## config.mk

```make
export PLATFORM = sky130hd
export DESIGN_NAME = imem_arbiter
export DESIGN_NICKNAME = d
export VERILOG_FILES = /design/src/rtl/imem_arb_pkg.sv /design/src/rtl/imem_arbiter_rr_arb2.sv /design/src/rtl/imem_arbiter.sv
export SDC_FILE = /design/constraint.sdc
export NUM_CORES = 1
export LEC_CHECK = 0
export BUFFER_PORTS_ARGS = -buffer_cell sky130_fd_sc_hd__buf_2
export CORE_AREA = 2 2 74 76
export DETAILED_ROUTE_END_ITERATION = 6
export DIE_AREA = 0 0 76 78
export PLACE_DENSITY = 0.76
export SLEW_MARGIN = 20
export SYNTH_ARGS = -nofsm -noshare
export SYNTH_HDL_FRONTEND = slang
export SYNTH_HIERARCHICAL = 1
export SYNTH_SLANG_ARGS = --single-unit
```

## constraint.sdc

```tcl
create_clock -name clk -period 4.3 [get_ports clk]
set_input_delay 0.86 -clock clk [delete_from_list [all_inputs] [get_ports clk]]
set_output_delay 0.86 -clock clk [all_outputs]
set_load 0.01 [all_outputs]
```

## src/rtl/imem_arb_pkg.sv

```systemverilog
// Shared types for the instruction-ROM arbiter between the two fetch stages.
package imem_arb_pkg;

  localparam int NUM_CORES = 2;

  typedef logic core_id_t;

  // Outstanding ROM read: valid flag plus the core that owns the returning data.
  typedef struct packed {
    logic     v;
    core_id_t id;
  } pend_t;

endpackage

```

## src/rtl/imem_arbiter_rr_arb2.sv

```systemverilog
// Two-way round-robin grant with a one-bit priority pointer.
// The pointer favours the core that was not served most recently.
module rr_arb2
  import imem_arb_pkg::*;
(
  input  logic                 clk,
  input  logic                 reset,
  input  logic [NUM_CORES-1:0] elig,
  output logic [NUM_CORES-1:0] gnt,
  output logic                 prio_nxt
);

  logic prio_q;

  // Grant the lone eligible core, or the prioritised one on a tie; then point past the winner.
  always_comb begin
    gnt      = '0;
    prio_nxt = prio_q;
    unique case (elig)
      2'b01:   gnt = 2'b01;
      2'b10:   gnt = 2'b10;
      2'b11:   gnt = prio_q ? 2'b10 : 2'b01;
      default: gnt = 2'b00;
    endcase
    if (gnt[0]) begin
      prio_nxt = 1'b1;
    end else if (gnt[1]) begin
      prio_nxt = 1'b0;
    end
  end

  // Pointer register; core 0 wins the first tie after reset.
  always_ff @(posedge clk or posedge reset) begin
    if (reset) begin
      prio_q <= 1'b0;
    end else begin
      prio_q <= prio_nxt;
    end
  end

endmodule

```

## src/rtl/imem_arbiter.sv

```systemverilog
// Shares one single-port synchronous instruction ROM between two fetch stages:
// combinational grant and address mux, one-cycle-late response routing with
// flush kill, and a saturating contention counter.
module imem_arbiter
  import imem_arb_pkg::*;
#(
  parameter int ADDR_W = 32,
  parameter int DATA_W = 32,
  parameter int CNT_W  = 16
) (
  input  logic                 clk,
  input  logic                 reset,
  input  logic [NUM_CORES-1:0] req,
  input  logic [ADDR_W-1:0]    addr0,
  input  logic [ADDR_W-1:0]    addr1,
  input  logic [NUM_CORES-1:0] flush,
  input  logic [NUM_CORES-1:0] hlt,
  output logic [NUM_CORES-1:0] gnt,
  output logic [NUM_CORES-1:0] stall,
  output logic [NUM_CORES-1:0] rvalid,
  output logic [DATA_W-1:0]    rdata,
  output logic                 mem_en,
  output logic [ADDR_W-1:0]    mem_addr,
  input  logic [DATA_W-1:0]    mem_rdata,
  output logic [CNT_W-1:0]     contention_cnt
);

  logic [NUM_CORES-1:0] elig;
  logic                 prio_nxt;
  pend_t                pend_p1;
  logic [CNT_W-1:0]     cnt_q;

  function automatic logic [CNT_W-1:0] sat_inc(input logic [CNT_W-1:0] v);
    return (&v) ? v : v + {{(CNT_W-1){1'b0}}, 1'b1};
  endfunction

  // ---- stage p0: arbitration and ROM address (combinational) ----
  // Reset also masks eligibility so no grant or stall leaks out while it is held.
  assign elig = req & ~hlt & ~flush & {NUM_CORES{~reset}};

  rr_arb2 u_arb (
    .clk      (clk),
    .reset    (reset),
    .elig     (elig),
    .gnt      (gnt),
    .prio_nxt (prio_nxt)
  );

  assign mem_en = |gnt;
  assign stall  = req & ~hlt & ~gnt & {NUM_CORES{~reset}};

  // Route the granted core's PC to the ROM; drive zero when idle.
  always_comb begin
    mem_addr = '0;
    if (gnt[0]) begin
      mem_addr = addr0;
    end else if (gnt[1]) begin
      mem_addr = addr1;
    end
  end

  // ---- stage p1: in-flight tracker ----
  // On a grant the pointer moves past the winner, so the winner is ~prio_nxt.
  always_ff @(posedge clk or posedge reset) begin
    if (reset) begin
      pend_p1 <= '0;
    end else begin
      pend_p1.v <= mem_en;
      if (mem_en) begin
        pend_p1.id <= ~prio_nxt;
      end
    end
  end

  // Deliver the ROM word to its owner unless that core is flushing this cycle.
  always_comb begin
    rvalid = '0;
    if (pend_p1.v && !flush[pend_p1.id]) begin
      rvalid[pend_p1.id] = 1'b1;
    end
  end

  assign rdata = (|rvalid) ? mem_rdata : '0;

  // Count cycles where both cores competed; hold at all-ones instead of wrapping.
  always_ff @(posedge clk or posedge reset) begin
    if (reset) begin
      cnt_q <= '0;
    end else if (elig == 2'b11) begin
      cnt_q <= sat_inc(cnt_q);
    end
  end

  assign contention_cnt = cnt_q;

endmodule

```

Yosys cells after proc, flatten, opt, wreduce, memory -nomap -nowiden
Index checks and enable logic that the tools add are counted.
{"block": "op_classes", "n_addsub": 1, "magnitude_cmp": 2, "n_eq_ne": 3, "muxes": 12, "bitwise_logic": 11, "n_reduce_logical": 7}
{"cell": "two-way mux 32 bit", "count": 3}
{"cell": "adder 16 x 1 -> 16 bit (second input constant)", "count": 1}
{"cell": "AND reduction 16 bit", "count": 1}
{"cell": "bitwise AND 2 bit", "count": 5}
{"cell": "NOT 2 bit", "count": 3}
{"cell": "one-hot mux 2 bit (3 select lines)", "count": 1}
{"cell": "two-way mux 1 bit", "count": 5}
{"cell": "equality test 2 bit (second input constant)", "count": 2}
{"cell": "two-way mux 2 bit", "count": 2}
{"cell": "OR reduction 2 bit", "count": 2}
{"cell": "NOT 1 bit", "count": 3}
{"cell": "equality test 2 x 1 -> 1 bit (second input constant)", "count": 1}
{"cell": "logical AND 1 bit", "count": 2}
{"cell": "< comparator 1 x 2 -> 1 bit (second input constant)", "count": 1}
{"cell": "AND reduction 2 bit", "count": 1}
{"cell": "demux 1 bit (select 1 bit)", "count": 1}
{"cell": "greater-or-equal comparator 1 bit (second input constant)", "count": 1}
{"cell": "zero test 1 bit", "count": 1}
{"block": "word_totals", "reg_bits": 19, "inputBits": 104, "output_inout_bits": 87, "wordCells": 40}

Longest topological paths before layout
Gate-level depths: netlist of the first run.
{"block": "logic_depth", "depth_word": 9, "ltp_mapped": 6, "depth_no_buf": 6}

By module
Netlist of the first run, hierarchy kept.
{"module": "imem_arbiter", "n_inst": 1, "cells_each": 168, "area_per_inst_um2": 1481.4, "seq_area_each_um2": 450.4}
{"module": "rr_arb2", "n_inst": 1, "cells_each": 7, "area_per_inst_um2": 57.6, "seq_area_each_um2": 25.0}

Worst setup path before layout of the first run
No wires, ideal clock.
{"block": "synth_timing", "kind": "input port to output port", "start": "input flush[0]", "end": "output mem_addr[0]", "arrival_ns": 2.423, "t_required_ns": 3.440, "setup_slack_ns": 1.017, "cell_stages": 6, "n_path_buf": 2, "cell_sequence": "nor4b_2 a21boi_0 clkbuf_1 nor2b_1 clkbuf_1 a22o_1"}
{"block": "synth_via", "word_cells_on_any_way": 9, "classes_between": "eq/ne (3); mux (3); bitwise (3)"}
{"element": "start: declaration", "line_no": "imem_arbiter.sv:16", "rtl": "input logic [NUM_CORES-1:0] flush,"}
{"element": "NOT 2 bit (*)", "line_no": "imem_arbiter.sv:39", "rtl": "assign elig = req & ~hlt & ~flush & {NUM_CORES{~reset}};"}
{"element": "bitwise AND 2 bit (*) (2 in a row)", "line_no": "imem_arbiter.sv:39"}
{"element": "equality test 2 bit / equality test 2 x 1 -> 1 bit (equally long branches)", "line_no": "imem_arbiter_rr_arb2.sv:19", "rtl": "unique case (elig)"}
{"element": "one-hot mux 2 bit (3 select lines) (*)", "line_no": "imem_arbiter_rr_arb2.sv:19"}
{"element": "via gnt[0]", "line_no": "imem_arbiter.sv:18", "rtl": "output logic [NUM_CORES-1:0] gnt,"}
{"element": "two-way mux 32 bit (*)", "line_no": "imem_arbiter.sv:55", "rtl": "if (gnt[0]) begin"}
{"element": "end: declaration", "line_no": "imem_arbiter.sv:23", "rtl": "output logic [ADDR_W-1:0] mem_addr,"}
The timed path passes the listed nets; every way through them passes the cells marked *.

Worst setup path after layout of the first run
{"block": "layout_timing", "start": "input flush[0]", "end": "output mem_en"}
{"block": "layout_via", "elab_chain_cells": 6, "word_cells_on_any_way": 8, "classes_between": "eq/ne (3); mux (1); bitwise (3); reduce/logical (1)"}
{"element": "NOT 2 bit (*)", "line_no": "imem_arbiter.sv:39"}
{"element": "bitwise AND 2 bit (*) (2 in a row)", "line_no": "imem_arbiter.sv:39"}
{"element": "via elig[0]", "line_no": "imem_arbiter.sv:28", "rtl": "logic [NUM_CORES-1:0] elig;"}
{"element": "equality test 2 bit / equality test 2 x 1 -> 1 bit (equally long branches)", "line_no": "imem_arbiter_rr_arb2.sv:19"}
{"element": "one-hot mux 2 bit (3 select lines) (*)", "line_no": "imem_arbiter_rr_arb2.sv:19"}
{"element": "OR reduction 2 bit (*)", "line_no": "imem_arbiter.sv:49", "rtl": "assign mem_en = |gnt;"}
{"element": "end: declaration", "line_no": "imem_arbiter.sv:22", "rtl": "output logic mem_en,"}
Marked as above.

==> results of run 1 <==
cell families after synthesis:
group,after synthesis
muxes,2
xor gates and xnor gates,15
adders and majority gates,1
buffers and inverters,18
DFF,19
AOI/OAI and AO/OA,35
and+or+nand+nor,85
final cells by class:
cell class                      count  area share [%]
Clock inverter                      1           0.192
Inverter                            3           0.433
Sequential cell                    19            18.3
Multi-Input combinational cell    138            38.4
Clock buffer                        3            1.59
Timing Repair Buffer              194            37.7
Tap cell                           70            3.37
sequential cells by signal, summed over array words and instances, names as in the netlist:
| signal | cells |
|---|---|
| contention_cnt | 16 |
| u_arb/prio_q | 1 |
| pend_p1 | 2 |
cells in the final DEF, fill, tap and decap left out, types with 4 or more instances in the layout:
master,count
nor4_1,6
nor3_1,5
nand2_1,7
dfrtp_1,19
buf_4,4
nand4_1,5
a22o_1,31
xor2_1,15
buf_2,190
nor2_1,4
and3_1,35
nand3_1,7
routing by layer:
layer	routed length, um	global-route usage [%]
met5	0	0
met4	108	5.64
met3	905	10.1
met2	2840	30.0
met1	2520	24.4
worst max-delay path: stages:
cell,delay [ns]
buf_2,0.13
nor4b_2,0.38
a21boi_2,0.48
buf_4,0.37
or2_2,0.21
buf_2,0.15
worst max path at each step:
stage	cells past startpoint	endpoint	slack, ns	startpoint
final	6	mem_en	0.86	flush[0]
after floorplan	6	mem_addr[0]	1.02	flush[0]
after global routing	7	mem_addr[30]	0.73	reset
after global placement	6	mem_addr[31]	0.96	flush[0]
after CTS	6	mem_en	0.86	flush[0]
after detailed placement	6	mem_en	0.86	flush[0]
report_power, final:
part	internal [mW]	switching, mW	leakage (nW)	total, mW
combinational	0.0697	0.0666	1.44	0.136
clock	0.0645	0.0612	0.0255	0.126
sequential	0.187	0.0118	0.259	0.198
==> results.tsv, run 1 <==
metric	value	unit
largest family of logic cells by synthesized area	simple AND/OR/NAND/NOR gates	
Final ANT Viol Nets	0	
Antenna Cells	0	
CP max FO	28	
Final Critical Period	3.44	ns
Critical Path RT	3.44	ns
multi-input logic area	998	um^2
outcome	complete, no violations	
Final TNS setup	0	ns
Routed Wire Length	6.38	mm
hpwl dp	5.19	mm
Synth Warn #	6	
Synthesized Nets	280	
reg2reg start	contention_cnt[0]	
mux cell area share after synthesis	1.38	%
Hold Slack	0.487	ns
via-per-instance ratio	4.96	
total core area	5040	um^2
Layout Nets	464	
Yosys reg bits	19	
area delta synth->final	68.9	%
Critical R2R Capture	contention_cnt[6]	
clock skew	0.00301	ns
number of synthesized flops with an enable pin	0	
cts hold-fix bufs	0	
clock latency on the worst-skew pair	0.26	ns
antenna violations before repair	0	
All-Layer GR Usage	19.7	%
remaining global-route overflow	0	
Fin. Hold Viols	0	
global placer's final weighted congestion	0.799	
setup violators final	0	
Final Instance Area	2600	um^2
Die Height	78	um
worst reg2reg path depth	6	
pre-CTS setup slack	0.861	ns
Initial Util	30.5	%
Slew HR	51.5	%
Syn Area/Cell	8.79	um^2
sequential cell area fraction in the yosys report	30.9	%
fillers	481	
# Post-CTS Setup Buffers	0	
Num CTS Buffers	3	
post-synthesis simple-gate area fraction	34.4	%
die area	5930	um^2
fmax	290	MHz
CTS tree	done	
Die X	76	um
Ports	191	
Root Driver	clkbuf_8	
post-synthesis compound-gate area fraction	19.1	%
share of layout cells above drive strength 1	57.8	%
Longest Clk Path Bufs	2	
Leak	1.73	nW
Post-Synth Adder-Cell Area	0.813	%
Max VDD drop	0.000157	V
final core utilization	51.6	%
dpl cells	424	
startpoint types	input port	
Yosys top cell area share	30.9	%
unrepaired setup endpoints after global routing	no	
post-synth design cell area	1540	um^2
data arrival time of the worst path	2.58	ns
TritonRoute pass-1 iters	4	
Pwr Density	177	nW/um^2
register area	475	um^2
Crit Path Class	input port to primary output	
post-route insts no fill	428	
Main synth FF type	dfrtp_1	
vias in the first global route	1935	
CTS HTree Levels	1	
Synth Instances	175	
Yosys top cell by area	dfrtp_1	
Synth area leaders	dfrtp_1, a22o_1, and3_1	
Post-Synth XOR/XNOR Area	8.54	%
max-slew violations	0	
Hold Path Class	input port to asynchronous set/reset pin	
Cell variety after synth	28	
clk slew on worst S/H paths	0.07	ns
Post-synth top cells	and3_1, a22o_1, dfrtp_1	
row count	26	
measured slew at the worst slew-check pin	0.727	ns
Num Clock Sinks	19	
placed inst area	2550	um^2
largest net degree at the start of global routing	35	
crit end category	primary output	
DRC Markers	0	
count leader, synth	and3_1	
Vias	2122	
total power draw	460	uW
# resized after CTS	0	
final worst slack	0.856	ns
Buffers on Ports	190	
post-synthesis async set-or-reset flop share	100	%
R2R setup slack	2.52	ns
routed len/inst	14.9	um
first-pass GRT wire length	9.63	mm
Final Cycle Share	80.1	%
drt initial violations	54	
Maximum Capacitance Violations	0	
Note: power is estimated with default switching activity, not from simulation.
==> run 2, diff against run 1 <==
clock period = 3.2 ns   (was 4.3 ns; I/O delays follow)
==> run 2 against run 1 <==
Final cell count grew 0.47%. Utilization increased by 0.37 points. Largest cell class unchanged. Sequential power increased by 35%. Via count is 0.33% lower. Routed wire length about the same. Count of clock-buffer cells in the layout increased by 1. Critical path type unchanged. First-iteration DRC count rose by 69%. Final area up 0.72%.
==> results.tsv, run 2 (synthesis results as in run 1) <==
metric	value	unit
outcome	complete, no violations	
CTS tree	done	
Layout Nets	466	
unrepaired setup endpoints after global routing	no	
Antenna Cells	0	
Root Driver	clkbuf_8	
All-Layer GR Usage	19.9	%
clock latency on the worst-skew pair	0.25	ns
area delta synth->final	70.2	%
clock skew	0.000787	ns
remaining global-route overflow	0	
Slew HR	55.2	%
Leak	1.73	nW
data arrival time of the worst path	2.27	ns
setup violators final	0	
Final ANT Viol Nets	0	
Int Power	434	uW
hpwl dp	5.27	mm
drt initial violations	91	
Final Cycle Share	91.0	%
first-pass GRT wire length	9.56	mm
max-slew violations	0	
share of layout cells above drive strength 1	57.8	%
Critical Path RT	2.56	ns
global placer's final weighted congestion	0.857	
fmax	344	MHz
Die Height	78	um
# Post-CTS Setup Buffers	0	
part of the power in registers	43.2	%
routed len/inst	14.8	um
Num CTS Buffers	3	
combinational share of power	29.8	%
clk slew on worst S/H paths	0.07	ns
vias in the first global route	1908	
# resized after CTS	1	
Largest register FFs	16	
Maximum Capacitance Violations	0	
TritonRoute pass-1 iters	4	
Ports	191	
row count	26	
Fin. Hold Viols	0	
commonest non-fill, non-tap cell in the layout	buf_2	
Clk pwr share	27.0	%
Hold Slack	0.370	ns
Psw	182	uW
Max VDD drop	0.000204	V
DRC Markers	0	
largest net degree at the start of global routing	37	
antenna violations before repair	1	
crit end category	primary output	
Initial Util	30.5	%
CP max FO	31	
CTS HTree Levels	1	
measured slew at the worst slew-check pin	0.671	ns
Final Critical Period	2.91	ns
Final TNS setup	0	ns
via-per-instance ratio	4.92	
most frequent cells in the layout	buf_2, and3_1, a22o_1	
Die X	76	um
sw frac	29.5	%
Vias	2115	
Longest Clk Path Bufs	2	
cts hold-fix bufs	0	
Buffers on Ports	190	
total core area	5040	um^2
Pwr Density	235	nW/um^2
die area	5930	um^2
startpoint types	input port	
Hold Path Class	input port to asynchronous set/reset pin	
Num Clock Sinks	19	
Routed Wire Length	6.38	mm
Crit Path Class	input port to primary output	
## run 2: path summary, 6_finish.rpt
path / startpoint / end / slack (ns) / cells past startpoint
hold / removal: reset / u_arb/prio_q / 0.37 / 3
min in group clk: contention_cnt[15] / contention_cnt[15] / 0.51 / 1
setup / recovery: flush[1] / mem_addr[13] / 0.29 / 7
setup reg to reg: contention_cnt[0] / contention_cnt[15] / 1.39 / 6
max in group asynchronous: reset / contention_cnt[6] / 2.13 / 3
hold reg to reg: contention_cnt[15] / contention_cnt[15] / 0.51 / 1
## run 2: power by group through the flow
stage | registers, mW | clock network [mW] | logic, mW
final | 0.267 | 0.166 | 0.184
after global routing | 0.269 | 0.186 | 0.204
after CTS | 0.267 | 0.172 | 0.185
after detailed placement | 0.271 | 0 | 0.184
after global placement | 0.271 | 0 | 0.181
after floorplan | 0.266 | 0 | 0.0785
## run 2: critical path, stage by stage
cell	delay, ns
buf_2	0.13
nor4b_2	0.26
buf_4	0.17
and2_1	0.14
nor2b_4	0.57
a22o_1	0.23
buf_2	0.13
## run 2: area by class of cell
class                   count  area (um^2)
repair buffers            196          996
fillers                   471         2420
multi-input cells         138         1000
flip-flops and latches     19          475
well taps                  70         87.6
inverters                   3         11.3
clock buffers               4         45.0
## run 2: through the flow
step           instance area, um^2  total power, mW  util [%]  instances  setup slack, ns
2_1_floorplan                 1540            0.345         -        175            0.357
4_1_cts                       2620            0.624      51.9        430            0.290
6_report                      2620            0.616      51.9        430            0.289
3_3_place_gp                  2570            0.452      50.9        426         -0.00309
5_1_grt                       2620            0.660      51.9        430            0.164
3_5_place_dp                  2570            0.455      50.9        426          -0.0287
## run 2: metal layers
layer,vias to the layer above,global-route usage [%],part of all wire (%)
li1,1033,-,-
met1,947,23.1,38
met2,121,31.1,45
met3,12,12.1,15
met4,2,4.73,1.2
met5,-,0,0.20
